File: config.mk
export PLATFORM = sky130hd
export DESIGN_NAME = cam_alloc_ctrl_flat
export DESIGN_NICKNAME = d
export VERILOG_FILES = /design/src/rtl/cam_alloc_ctrl_pkg.sv /design/src/rtl/cam_alloc_ctrl_if.sv /design/src/rtl/cam_alloc_ctrl_ffz.sv /design/src/rtl/cam_alloc_ctrl.sv /design/src/flat_wrapper.sv
export SDC_FILE = /design/constraint.sdc
export NUM_CORES = 1
export LEC_CHECK = 0
export ABC_CLOCK_PERIOD_IN_PS = 3210
export CAP_MARGIN = 20
export CORE_ASPECT_RATIO = 1.5
export CORE_MARGIN = 4
export CORE_UTILIZATION = 25
export CTS_CLUSTER_SIZE = 14
export DETAILED_ROUTE_END_ITERATION = 7
export GPL_TIMING_DRIVEN = 1
export PLACE_DENSITY = 0.48
export SLEW_MARGIN = 20
export SYNTH_ARGS = -nofsm -noshare
export SYNTH_HDL_FRONTEND = slang
export SYNTH_SLANG_ARGS = --single-unit
File: constraint.sdc
create_clock -name clk_i -period 3.21 [get_ports clk_i]
set_input_delay 0.8025 -clock clk_i [delete_from_list [all_inputs] [get_ports clk_i]]
set_output_delay 0.8025 -clock clk_i [all_outputs]
set_load 0.01 [all_outputs]
File: src/rtl/cam_alloc_ctrl_pkg.sv
// Shared types and default sizing for the CAM allocation controller.
package cam_pkg;

    localparam int CAM_SIZE  = 5;
    localparam int CAM_KEY_W = 32;

    typedef enum logic {
        OP_INSERT = 1'b0,
        OP_DELETE = 1'b1
    } cam_op_e;

    typedef enum logic [1:0] {
        ST_IDLE  = 2'd0,
        ST_WRITE = 2'd1,
        ST_RESP  = 2'd2
    } cam_state_e;

endpackage

File: src/rtl/cam_alloc_ctrl_if.sv
// Request/response handshake, CAM write port and occupancy status of the allocator.
interface cam_alloc_ctrl_if #(
    parameter int SIZE  = 5,
    parameter int KEY_W = 32
);
    logic                 req_valid_i;
    logic                 req_ready_o;
    logic                 req_op_i;
    logic [KEY_W-1:0]     req_key_i;
    logic [SIZE-1:0]      req_idx_i;

    logic [SIZE-1:0]      dec_addr_o;
    logic                 dec_en_o;
    logic [KEY_W-1:0]     wr_key_o;
    logic                 wr_vld_o;

    logic                 resp_valid_o;
    logic                 resp_ready_i;
    logic [SIZE-1:0]      resp_idx_o;
    logic                 resp_err_o;

    logic [2**SIZE-1:0]   valid_map_o;
    logic [SIZE:0]        count_o;
    logic                 full_o;
    logic                 empty_o;

    // Controller side
    modport slave (
        input  req_valid_i, req_op_i, req_key_i, req_idx_i, resp_ready_i,
        output req_ready_o, dec_addr_o, dec_en_o, wr_key_o, wr_vld_o,
               resp_valid_o, resp_idx_o, resp_err_o,
               valid_map_o, count_o, full_o, empty_o
    );

    // Requester side
    modport master (
        output req_valid_i, req_op_i, req_key_i, req_idx_i, resp_ready_i,
        input  req_ready_o, dec_addr_o, dec_en_o, wr_key_o, wr_vld_o,
               resp_valid_o, resp_idx_o, resp_err_o,
               valid_map_o, count_o, full_o, empty_o
    );
endinterface

File: src/rtl/cam_alloc_ctrl_ffz.sv
// Find-first-zero: lowest index whose bit is clear, plus an all-ones flag.
module cam_ffz #(
    parameter int SIZE = 5
) (
    input  logic [2**SIZE-1:0] vec_i,
    output logic [SIZE-1:0]    idx_o,
    output logic               all_ones_o
);

    // Scan from the top down so the lowest clear bit wins.
    always_comb begin
        idx_o      = '0;
        all_ones_o = &vec_i;
        for (int i = 2**SIZE - 1; i >= 0; i--) begin
            if (!vec_i[i]) idx_o = SIZE'(i);
        end
    end

endmodule

File: src/rtl/cam_alloc_ctrl.sv
// CAM entry allocator: one request in flight, IDLE -> (WRITE) -> RESP.
//   state    | meaning
//   ST_IDLE  | ready for a request
//   ST_WRITE | one-cycle CAM write strobe to the target entry
//   ST_RESP  | response held until the requester takes it
module cam_alloc_ctrl
    import cam_pkg::*;
#(
    parameter int SIZE  = CAM_SIZE,
    parameter int KEY_W = CAM_KEY_W
) (
    input logic            clk_i,
    input logic            rst_ni,
    cam_alloc_ctrl_if.slave bus
);

    localparam int            N        = 2**SIZE;
    localparam logic [SIZE:0] FULL_CNT = {1'b1, {SIZE{1'b0}}};

    cam_state_e       state;
    cam_op_e          op_q;
    logic [SIZE-1:0]  tgt_q;
    logic [N-1:0]     map_q;
    logic [SIZE:0]    count_q;
    logic             ready_q;
    logic             dec_en_q;
    logic [SIZE-1:0]  dec_addr_q;
    logic [KEY_W-1:0] wr_key_q;
    logic             wr_vld_q;
    logic             resp_valid_q;
    logic [SIZE-1:0]  resp_idx_q;
    logic             resp_err_q;

    logic [SIZE-1:0]  free_idx;
    logic             map_full;
    cam_op_e          req_op;

    assign req_op = cam_op_e'(bus.req_op_i);

    cam_ffz #(.SIZE(SIZE)) u_ffz (
        .vec_i      (map_q),
        .idx_o      (free_idx),
        .all_ones_o (map_full)
    );

    // Sequencing FSM with all datapath and status registers.
    always_ff @(posedge clk_i) begin
        if (!rst_ni) begin
            state        <= ST_IDLE;
            op_q         <= OP_INSERT;
            tgt_q        <= '0;
            map_q        <= '0;
            count_q      <= '0;
            ready_q      <= 1'b1;
            dec_en_q     <= 1'b0;
            dec_addr_q   <= '0;
            wr_key_q     <= '0;
            wr_vld_q     <= 1'b0;
            resp_valid_q <= 1'b0;
            resp_idx_q   <= '0;
            resp_err_q   <= 1'b0;
        end else begin
            case (state)
                ST_IDLE: begin
                    if (bus.req_valid_i) begin
                        ready_q <= 1'b0;
                        op_q    <= req_op;
                        if (req_op == OP_INSERT && map_full) begin
                            state        <= ST_RESP;
                            resp_valid_q <= 1'b1;
                            resp_err_q   <= 1'b1;
                            resp_idx_q   <= '0;
                        end else if (req_op == OP_INSERT) begin
                            state      <= ST_WRITE;
                            tgt_q      <= free_idx;
                            dec_en_q   <= 1'b1;
                            dec_addr_q <= free_idx;
                            wr_key_q   <= bus.req_key_i;
                            wr_vld_q   <= 1'b1;
                        end else if (map_q[bus.req_idx_i]) begin
                            state      <= ST_WRITE;
                            tgt_q      <= bus.req_idx_i;
                            dec_en_q   <= 1'b1;
                            dec_addr_q <= bus.req_idx_i;
                            wr_key_q   <= '0;
                            wr_vld_q   <= 1'b0;
                        end else begin
                            state        <= ST_RESP;
                            resp_valid_q <= 1'b1;
                            resp_err_q   <= 1'b1;
                            resp_idx_q   <= bus.req_idx_i;
                        end
                    end
                end
                ST_WRITE: begin
                    state        <= ST_RESP;
                    dec_en_q     <= 1'b0;
                    dec_addr_q   <= '0;
                    wr_key_q     <= '0;
                    wr_vld_q     <= 1'b0;
                    map_q[tgt_q] <= (op_q == OP_INSERT);
                    if (op_q == OP_INSERT && count_q != FULL_CNT)
                        count_q <= count_q + 1'b1;
                    else if (op_q == OP_DELETE && count_q != '0)
                        count_q <= count_q - 1'b1;
                    resp_valid_q <= 1'b1;
                    resp_idx_q   <= tgt_q;
                    resp_err_q   <= 1'b0;
                end
                ST_RESP: begin
                    if (bus.resp_ready_i) begin
                        state        <= ST_IDLE;
                        ready_q      <= 1'b1;
                        resp_valid_q <= 1'b0;
                        resp_idx_q   <= '0;
                        resp_err_q   <= 1'b0;
                    end
                end
                default: begin
                    state   <= ST_IDLE;
                    ready_q <= 1'b1;
                end
            endcase
        end
    end

    // Handshake and strobe outputs are masked while reset is low so an
    // in-flight write or response is dropped within the reset cycle.
    assign bus.req_ready_o  = ready_q & rst_ni;
    assign bus.dec_en_o     = dec_en_q & rst_ni;
    assign bus.dec_addr_o   = rst_ni ? dec_addr_q : '0;
    assign bus.wr_key_o     = rst_ni ? wr_key_q : '0;
    assign bus.wr_vld_o     = wr_vld_q & rst_ni;
    assign bus.resp_valid_o = resp_valid_q & rst_ni;
    assign bus.resp_idx_o   = rst_ni ? resp_idx_q : '0;
    assign bus.resp_err_o   = resp_err_q & rst_ni;

    assign bus.valid_map_o  = map_q;
    assign bus.count_o      = count_q;
    assign bus.full_o       = (count_q == FULL_CNT);
    assign bus.empty_o      = (count_q == '0);

endmodule

File: src/flat_wrapper.sv
// flat-port wrapper written by rule: the top's interface ports become plain ports
module cam_alloc_ctrl_flat import cam_pkg::*;
#(
    parameter int SIZE  = CAM_SIZE,
    parameter int KEY_W = CAM_KEY_W
)
  (clk_i, rst_ni, bus_req_valid_i, bus_req_op_i, bus_req_key_i, bus_req_idx_i, bus_resp_ready_i, bus_req_ready_o, bus_dec_addr_o, bus_dec_en_o, bus_wr_key_o, bus_wr_vld_o, bus_resp_valid_o, bus_resp_idx_o, bus_resp_err_o, bus_valid_map_o, bus_count_o, bus_full_o, bus_empty_o);
  cam_alloc_ctrl_if #(.SIZE(SIZE), .KEY_W(KEY_W)) bus_i ();
  input logic clk_i;
  input logic rst_ni;
  input wire logic [$bits(bus_i.req_valid_i)-1:0] bus_req_valid_i;
  input wire logic [$bits(bus_i.req_op_i)-1:0] bus_req_op_i;
  input wire logic [$bits(bus_i.req_key_i)-1:0] bus_req_key_i;
  input wire logic [$bits(bus_i.req_idx_i)-1:0] bus_req_idx_i;
  input wire logic [$bits(bus_i.resp_ready_i)-1:0] bus_resp_ready_i;
  output wire logic [$bits(bus_i.req_ready_o)-1:0] bus_req_ready_o;
  output wire logic [$bits(bus_i.dec_addr_o)-1:0] bus_dec_addr_o;
  output wire logic [$bits(bus_i.dec_en_o)-1:0] bus_dec_en_o;
  output wire logic [$bits(bus_i.wr_key_o)-1:0] bus_wr_key_o;
  output wire logic [$bits(bus_i.wr_vld_o)-1:0] bus_wr_vld_o;
  output wire logic [$bits(bus_i.resp_valid_o)-1:0] bus_resp_valid_o;
  output wire logic [$bits(bus_i.resp_idx_o)-1:0] bus_resp_idx_o;
  output wire logic [$bits(bus_i.resp_err_o)-1:0] bus_resp_err_o;
  output wire logic [$bits(bus_i.valid_map_o)-1:0] bus_valid_map_o;
  output wire logic [$bits(bus_i.count_o)-1:0] bus_count_o;
  output wire logic [$bits(bus_i.full_o)-1:0] bus_full_o;
  output wire logic [$bits(bus_i.empty_o)-1:0] bus_empty_o;
  assign bus_i.req_valid_i = bus_req_valid_i;
  assign bus_i.req_op_i = bus_req_op_i;
  assign bus_i.req_key_i = bus_req_key_i;
  assign bus_i.req_idx_i = bus_req_idx_i;
  assign bus_i.resp_ready_i = bus_resp_ready_i;
  assign bus_req_ready_o = bus_i.req_ready_o;
  assign bus_dec_addr_o = bus_i.dec_addr_o;
  assign bus_dec_en_o = bus_i.dec_en_o;
  assign bus_wr_key_o = bus_i.wr_key_o;
  assign bus_wr_vld_o = bus_i.wr_vld_o;
  assign bus_resp_valid_o = bus_i.resp_valid_o;
  assign bus_resp_idx_o = bus_i.resp_idx_o;
  assign bus_resp_err_o = bus_i.resp_err_o;
  assign bus_valid_map_o = bus_i.valid_map_o;
  assign bus_count_o = bus_i.count_o;
  assign bus_full_o = bus_i.full_o;
  assign bus_empty_o = bus_i.empty_o;
  cam_alloc_ctrl #(.SIZE(SIZE), .KEY_W(KEY_W)) u_core (.clk_i(clk_i), .rst_ni(rst_ni), .bus(bus_i));
endmodule
**Word-level counts from Yosys, hierarchy flattened**

Cells that the tools add are included.

- $add $sub $neg: 2
- Order comparisons: 3
- Eq/ne operators: 11
- Multiplexer cells: 84
- Bitwise operators: 9
- Reduce and logical (&&, ||, !) cells: 18

Operators with widths:

| operator | number |
|---|---|
| 5-bit 2-to-1 mux | 43 |
| 32-bit 2-to-1 mux | 5 |
| 32-bit one-hot mux with 2 select lines | 1 |
| 32-bit bitwise mux | 1 |
| 32-bit AND reduction | 1 |
| 1-bit 2-to-1 mux | 17 |
| 5-bit one-hot mux with 3 select lines | 1 |
| 5-bit by 6-bit < comparator with 1-bit output, second input constant | 2 |
| 6-bit 2-to-1 mux | 2 |
| 2-bit 2-to-1 mux | 5 |
| 5-bit one-hot mux with 2 select lines | 1 |
| 3-bit by 2-bit != test with 1-bit output, second input constant | 3 |
| 1-bit one-hot mux with 3 select lines | 3 |
| 4-bit AND reduction | 2 |
| 6-bit by 1-bit adder with 6-bit output, second input constant | 1 |
| 6-bit == test, second input constant | 1 |
| 6-bit zero test | 1 |
| 2-bit != test, second input constant | 3 |
| 6-bit != test, second input constant | 1 |
| 2-bit one-hot mux with 3 select lines | 1 |
| 2-bit AND reduction | 3 |
| 6-bit nonzero test | 1 |
| 6-bit by 1-bit subtractor with 6-bit output, second input constant | 1 |
| 1-bit bitwise AND | 5 |
| other kinds (14) | 22 |

- Register bits after elaboration: 93
- Bits of input ports: 42
- Output and inout port bits: 87

**Logic depth before layout (Yosys ltp)**

- Word-level depth: 36
- Gate-level depth with buffers: 11
- Gate-level depth less buffers: 11

**Hierarchy**

Synthesis repeated with hierarchy kept, for this count alone.

- Cell total of the unflattened synthesis: 687
- Area, all modules: 5,223.8 µm²

By module, submodules not included:

| module | times used | cells each | area each (µm²) |
|---|---|---|---|
| cam_alloc_ctrl | 1 | 620 | 4,849.7 |
| cam_ffz | 1 | 67 | 374.1 |

**Worst setup path after synthesis**

OpenSTA, ideal clock, no wires.

- Path type: input to register
- Start point: input bus_req_idx_i[0]
- End point: register u_core.resp_valid_q
- Setup time: 121 ps
- Data arrival time: 2,602 ps
- Setup slack: 488 ps
- Stages: 6
- Buffers on the path: 1
- Path through: buf_6 -> mux4_2 -> o32ai_2 -> a31oi_1 -> a311oi_2 -> mux2_2

- Longest elaborated chain between the ends: 4

RTL lines:

| item | RTL line | RTL |
|---|---|---|
| from (decl) | flat_wrapper.sv:14 | `input wire logic [$bits(bus_i.req_idx_i)-1:0] bus_req_idx_i;` |
| 1-bit binary-select mux with 5-bit select | cam_alloc_ctrl.sv:80 | `end else if (map_q[bus.req_idx_i]) begin` |
| 1-bit 2-to-1 mux (implied by the code) | cam_alloc_ctrl.sv:80 |  |
| 3-bit by 2-bit != test with 1-bit output (no line) | n/a |  |
| 5-bit AND reduction (no line) | n/a |  |
| to (signal assigned) | cam_alloc_ctrl.sv:70 | `resp_valid_q <= 1'b1;` |
| to (signal assigned) | cam_alloc_ctrl.sv:89 | `resp_valid_q <= 1'b1;` |
| to (signal assigned) | cam_alloc_ctrl.sv:106 | `resp_valid_q <= 1'b1;` |
| to (decl) | cam_alloc_ctrl.sv:30 | `logic resp_valid_q;` |

No other way between the ends. The select of a mux whose other input is x is not followed.
A chain may end at the register's enable or synchronous reset.

**Final worst setup path**

- Start point: register u_core.count_q[1], in the netlist u_core.bus.count_o[1]
- End point: output bus_full_o

- Longest elaborated chain between the ends: 1

RTL lines:

| item | RTL line | RTL |
|---|---|---|
| from (decl) | cam_alloc_ctrl.sv:24 | `logic [SIZE:0] count_q;` |
| from (signal assigned) | cam_alloc_ctrl.sv:103 | `count_q <= count_q + 1'b1;` |
| from (signal assigned) | cam_alloc_ctrl.sv:105 | `count_q <= count_q - 1'b1;` |
| 6-bit == test | cam_alloc_ctrl.sv:140 | `assign bus.full_o = (count_q == FULL_CNT);` |
| to (decl) | flat_wrapper.sv:26 | `output wire logic [$bits(bus_i.full_o)-1:0] bus_full_o;` |

No other way between the ends.

==> run_results.csv <==
group,metric,value,unit
outcome,status,"completed",
clock_network,cts.clk_slew.worst_paths,0.07,ns
job,drv_cap,0,
global_route,grt_pass1_wl,25700,um
synthesis,synthMuxAreaShare,4.85,%
final_layout,fill_cells,1986,
synthesis,yosys_warnings,0,
worst_setup_path,required,2.41,ns
sta,fin_setup_tns,0,ns
synthesis,synthXorXnorAreaFrac,0.884,%
final_layout,n_antenna_cell,0,
clock_network,hold_buffers,0,
route,postRouteWirelength,16100,um
worst_setup_path,crit_fanout,5,
die,die_x,123,um
clock_network,cts_tree,"yes",
synthesis,synth_simple_gate_area_share,30.5,%
clock_network,cts_root_buf,"clkbuf_16",
power_and_ir_drop,p_leak,2.40,nW
clock_network,worstSkewPairLatency,0.35,ns
clock_network,clk_path_buf_depth,2,
synthesis,synth.avg_cell_area,7.86,um^2
sta,drv_slew,0,
clock_network,cts_sinks,93,
route,wl_per_cell,16.0,um
global_route,grt.overflow.total,0,
final_layout,nets,797,
route,via_count,4861,
sta,timing.fmax,329,MHz
route,drc,0,
power_and_ir_drop,cellPowerDensity,455,nW/um^2
final_layout,layout_common_cells,"clkdlybuf4s50_1 (127), dfxtp_1 (93), nor2_1 (81)",
synthesis,synthFlopType,"dfxtp_1",
synthesis,synth_top_family_by_area,"simple AND/OR/NAND/NOR gates",
worst_setup_path,cp.arrival,2.24,ns
synthesis,synth-seq-cells,93,
synthesis,synthCells,630,
global_route,grt_start_max_net_pins,67,
sta,min_period,3.04,ns
worst_setup_path,endpoint_kind,"output pin",
die,ios,129,
route,antenna_left,0,
synthesis,syn_nets,681,
placement,dp_hpwl,11800,um
die,start_util,25.6,%
worst_setup_path,critPathLaunchType,"flip-flop",
final_layout,area_growth,39.2,%
hold_path,hold_class,"flip-flop to flip-flop",
synthesis,synth_cell_types,61,
global_route,grt_pass1_vias,4946,
power_and_ir_drop,ir_worst_vdd,0.309,mV
route,via_per_inst,4.83,
sta,skew,0.00780,ns
synthesis,ys_seq_area_share,37.6,%
die,die_y,180,um
power_and_ir_drop,power,0.00314,W
sta,rsz0062_at_grt,"false",
clock_network,cts_resized,0,
final_layout,drive_gt1_share,7.59,%
placement,gp_congestion,0.858,
synthesis,synth_area,4950,um^2
synthesis,synth_edf_count,0,
sta,worst_pin_slew,0.768,ns
die,core_area,19300,um^2
sta,slew_headroom,48.5,%
route,drt_pass1_iterations,5,
synthesis,yosys.area_share.adder,2.42,%
die,num_rows,62,
placement,port_buffers,128,
sta,finalSetupViolCount,0,
sta,hold_violations,0,
worst_setup_path,crit_type,"flip-flop to output pin",
clock_network,post_cts_buffers,0,
clock_network,numCtsBuffers,9,
clock_network,htreeDepth,3,
global_route,grt_usage,14.6,%
route,dr.first_iter.drc_count,216,
synthesis,synth_compound_area_share,18.3,%
die,dieArea,22200,um^2
worst_setup_path,ff2ff_setup_slack,0.46,ns
synthesis,synthArstFlopShare,0,%
global_route,antenna_found_initial,0,
final_layout,mostFrequentLayoutCell,"clkdlybuf4s50_1",
sta,period_share,94.7,%
-- registers in the layout, indices dropped and copies added, names as in the netlist --
signal / cells
u_core.tgt_q: 5
u_core.wr_key_q: 32
u_core.resp_err_q: 1
u_core.bus.count_o: 6
u_core.op_q: 1
u_core.bus.valid_map_o: 32
u_core.ready_q: 1
u_core.resp_idx_q: 5
u_core.dec_addr_q: 5
u_core.dec_en_q: 1
u_core.wr_vld_q: 1
u_core.state: 2
u_core.resp_valid_q: 1
-- worst max-delay path: stages (launching register included) --
cell             delay [ns]
dfxtp_1                0.37
or4_1                  0.62
nor2_1                 0.20
and2_1                 0.15
clkdlybuf4s50_1        0.55
-- power breakdown --
| part | total, W | internal [W] | switching, W |
|---|---|---|---|
| clock | 0.00120 | 0.000727 | 0.000471 |
| combinational | 0.000662 | 0.000302 | 0.000359 |
| sequential | 0.00128 | 0.00122 | 0.0000528 |
| total | 0.00314 | 0.00225 | 0.000883 |
-- final timing paths --
path	cells after the start	to	start
min reg2reg	2	u_core.dec_addr_q[1]	u_core.dec_addr_q[1]
max	4	bus_full_o	u_core.bus.count_o[1]
min	2	u_core.dec_addr_q[1]	u_core.dec_addr_q[1]
max reg2reg	11	u_core.bus.count_o[5]	u_core.bus.count_o[1]
-- kinds of logic (layout without fill, tap and decap cells) --
family | after synthesis | after routing
adders and majority gates | 9 | 9
muxes | 13 | 13
AOI/OAI and AO/OA | 138 | 138
DFF | 93 | 93
and+or+nand+nor | 309 | 309
xor gates and xnor gates | 5 | 5
buffers and inverters | 63 | 184
-- cell type report --
class,count,area [um^2],share of cell area [%]
clock buffers,13,260,3.77
clock inverters,3,67.6,0.980
inverters,18,67.6,0.980
multi-input cells,474,2830,41.0
flip-flops and latches,93,1860,27.0
well taps,256,320,4.64
repair buffers,150,1490,21.6
-- routing by layer --
layer / GRT usage (%) / vias to the layer above / share of wire (%)
met4: 5.70 / 0 / 2.4
met1: 16.3 / 2273 / 40
li1: - / 2434 / -
met3: 4.24 / 21 / 5.7
met5: 0 / - / 0
met2: 25.6 / 133 / 51
-- cells in the mapped netlist (3+ instances only) --
cell | instances | area share (%)
a21oi_1 | 19 | 1.9
o21ai_0 | 51 | 5.2
nand2_1 | 72 | 5.5
buf_6 | 3 | 0.68
xnor2_1 | 4 | 0.71
and2_1 | 44 | 5.6
o21ai_1 | 3 | 0.30
inv_1 | 18 | 1.4
nand3_1 | 59 | 6.0
nand3b_1 | 6 | 0.91
nor2_1 | 81 | 6.1
o211a_1 | 3 | 0.61
buf_2 | 7 | 0.71
or3_1 | 5 | 0.63
a21o_1 | 4 | 0.61
and3_1 | 3 | 0.38
a21boi_0 | 3 | 0.45
nand2b_1 | 12 | 1.5
a31oi_1 | 3 | 0.38
dfxtp_1 | 93 | 38
nand4_1 | 8 | 1.0
nor3_1 | 3 | 0.30
ha_1 | 8 | 2.0
nor4_1 | 3 | 0.38
clkbuf_1 | 31 | 2.3
buf_1 | 3 | 0.23
a211oi_1 | 32 | 4.8
mux4_2 | 7 | 3.2
-- through the flow --
step	cells	cell area (um^2)	util [%]	setup slack (ns)	hold WS, ns
after floorplan	630	4950	-	0.488	0.443
after global placement	991	6570	34.0	-0.0824	0.463
after detailed placement	991	6570	34.0	-0.0710	0.458
after CTS	1007	6900	35.7	0.142	0.469
after global routing	1007	6900	35.7	0.0767	0.500
final	1007	6900	35.7	0.169	0.468
Note: power is estimated with default switching activity, not from simulation.
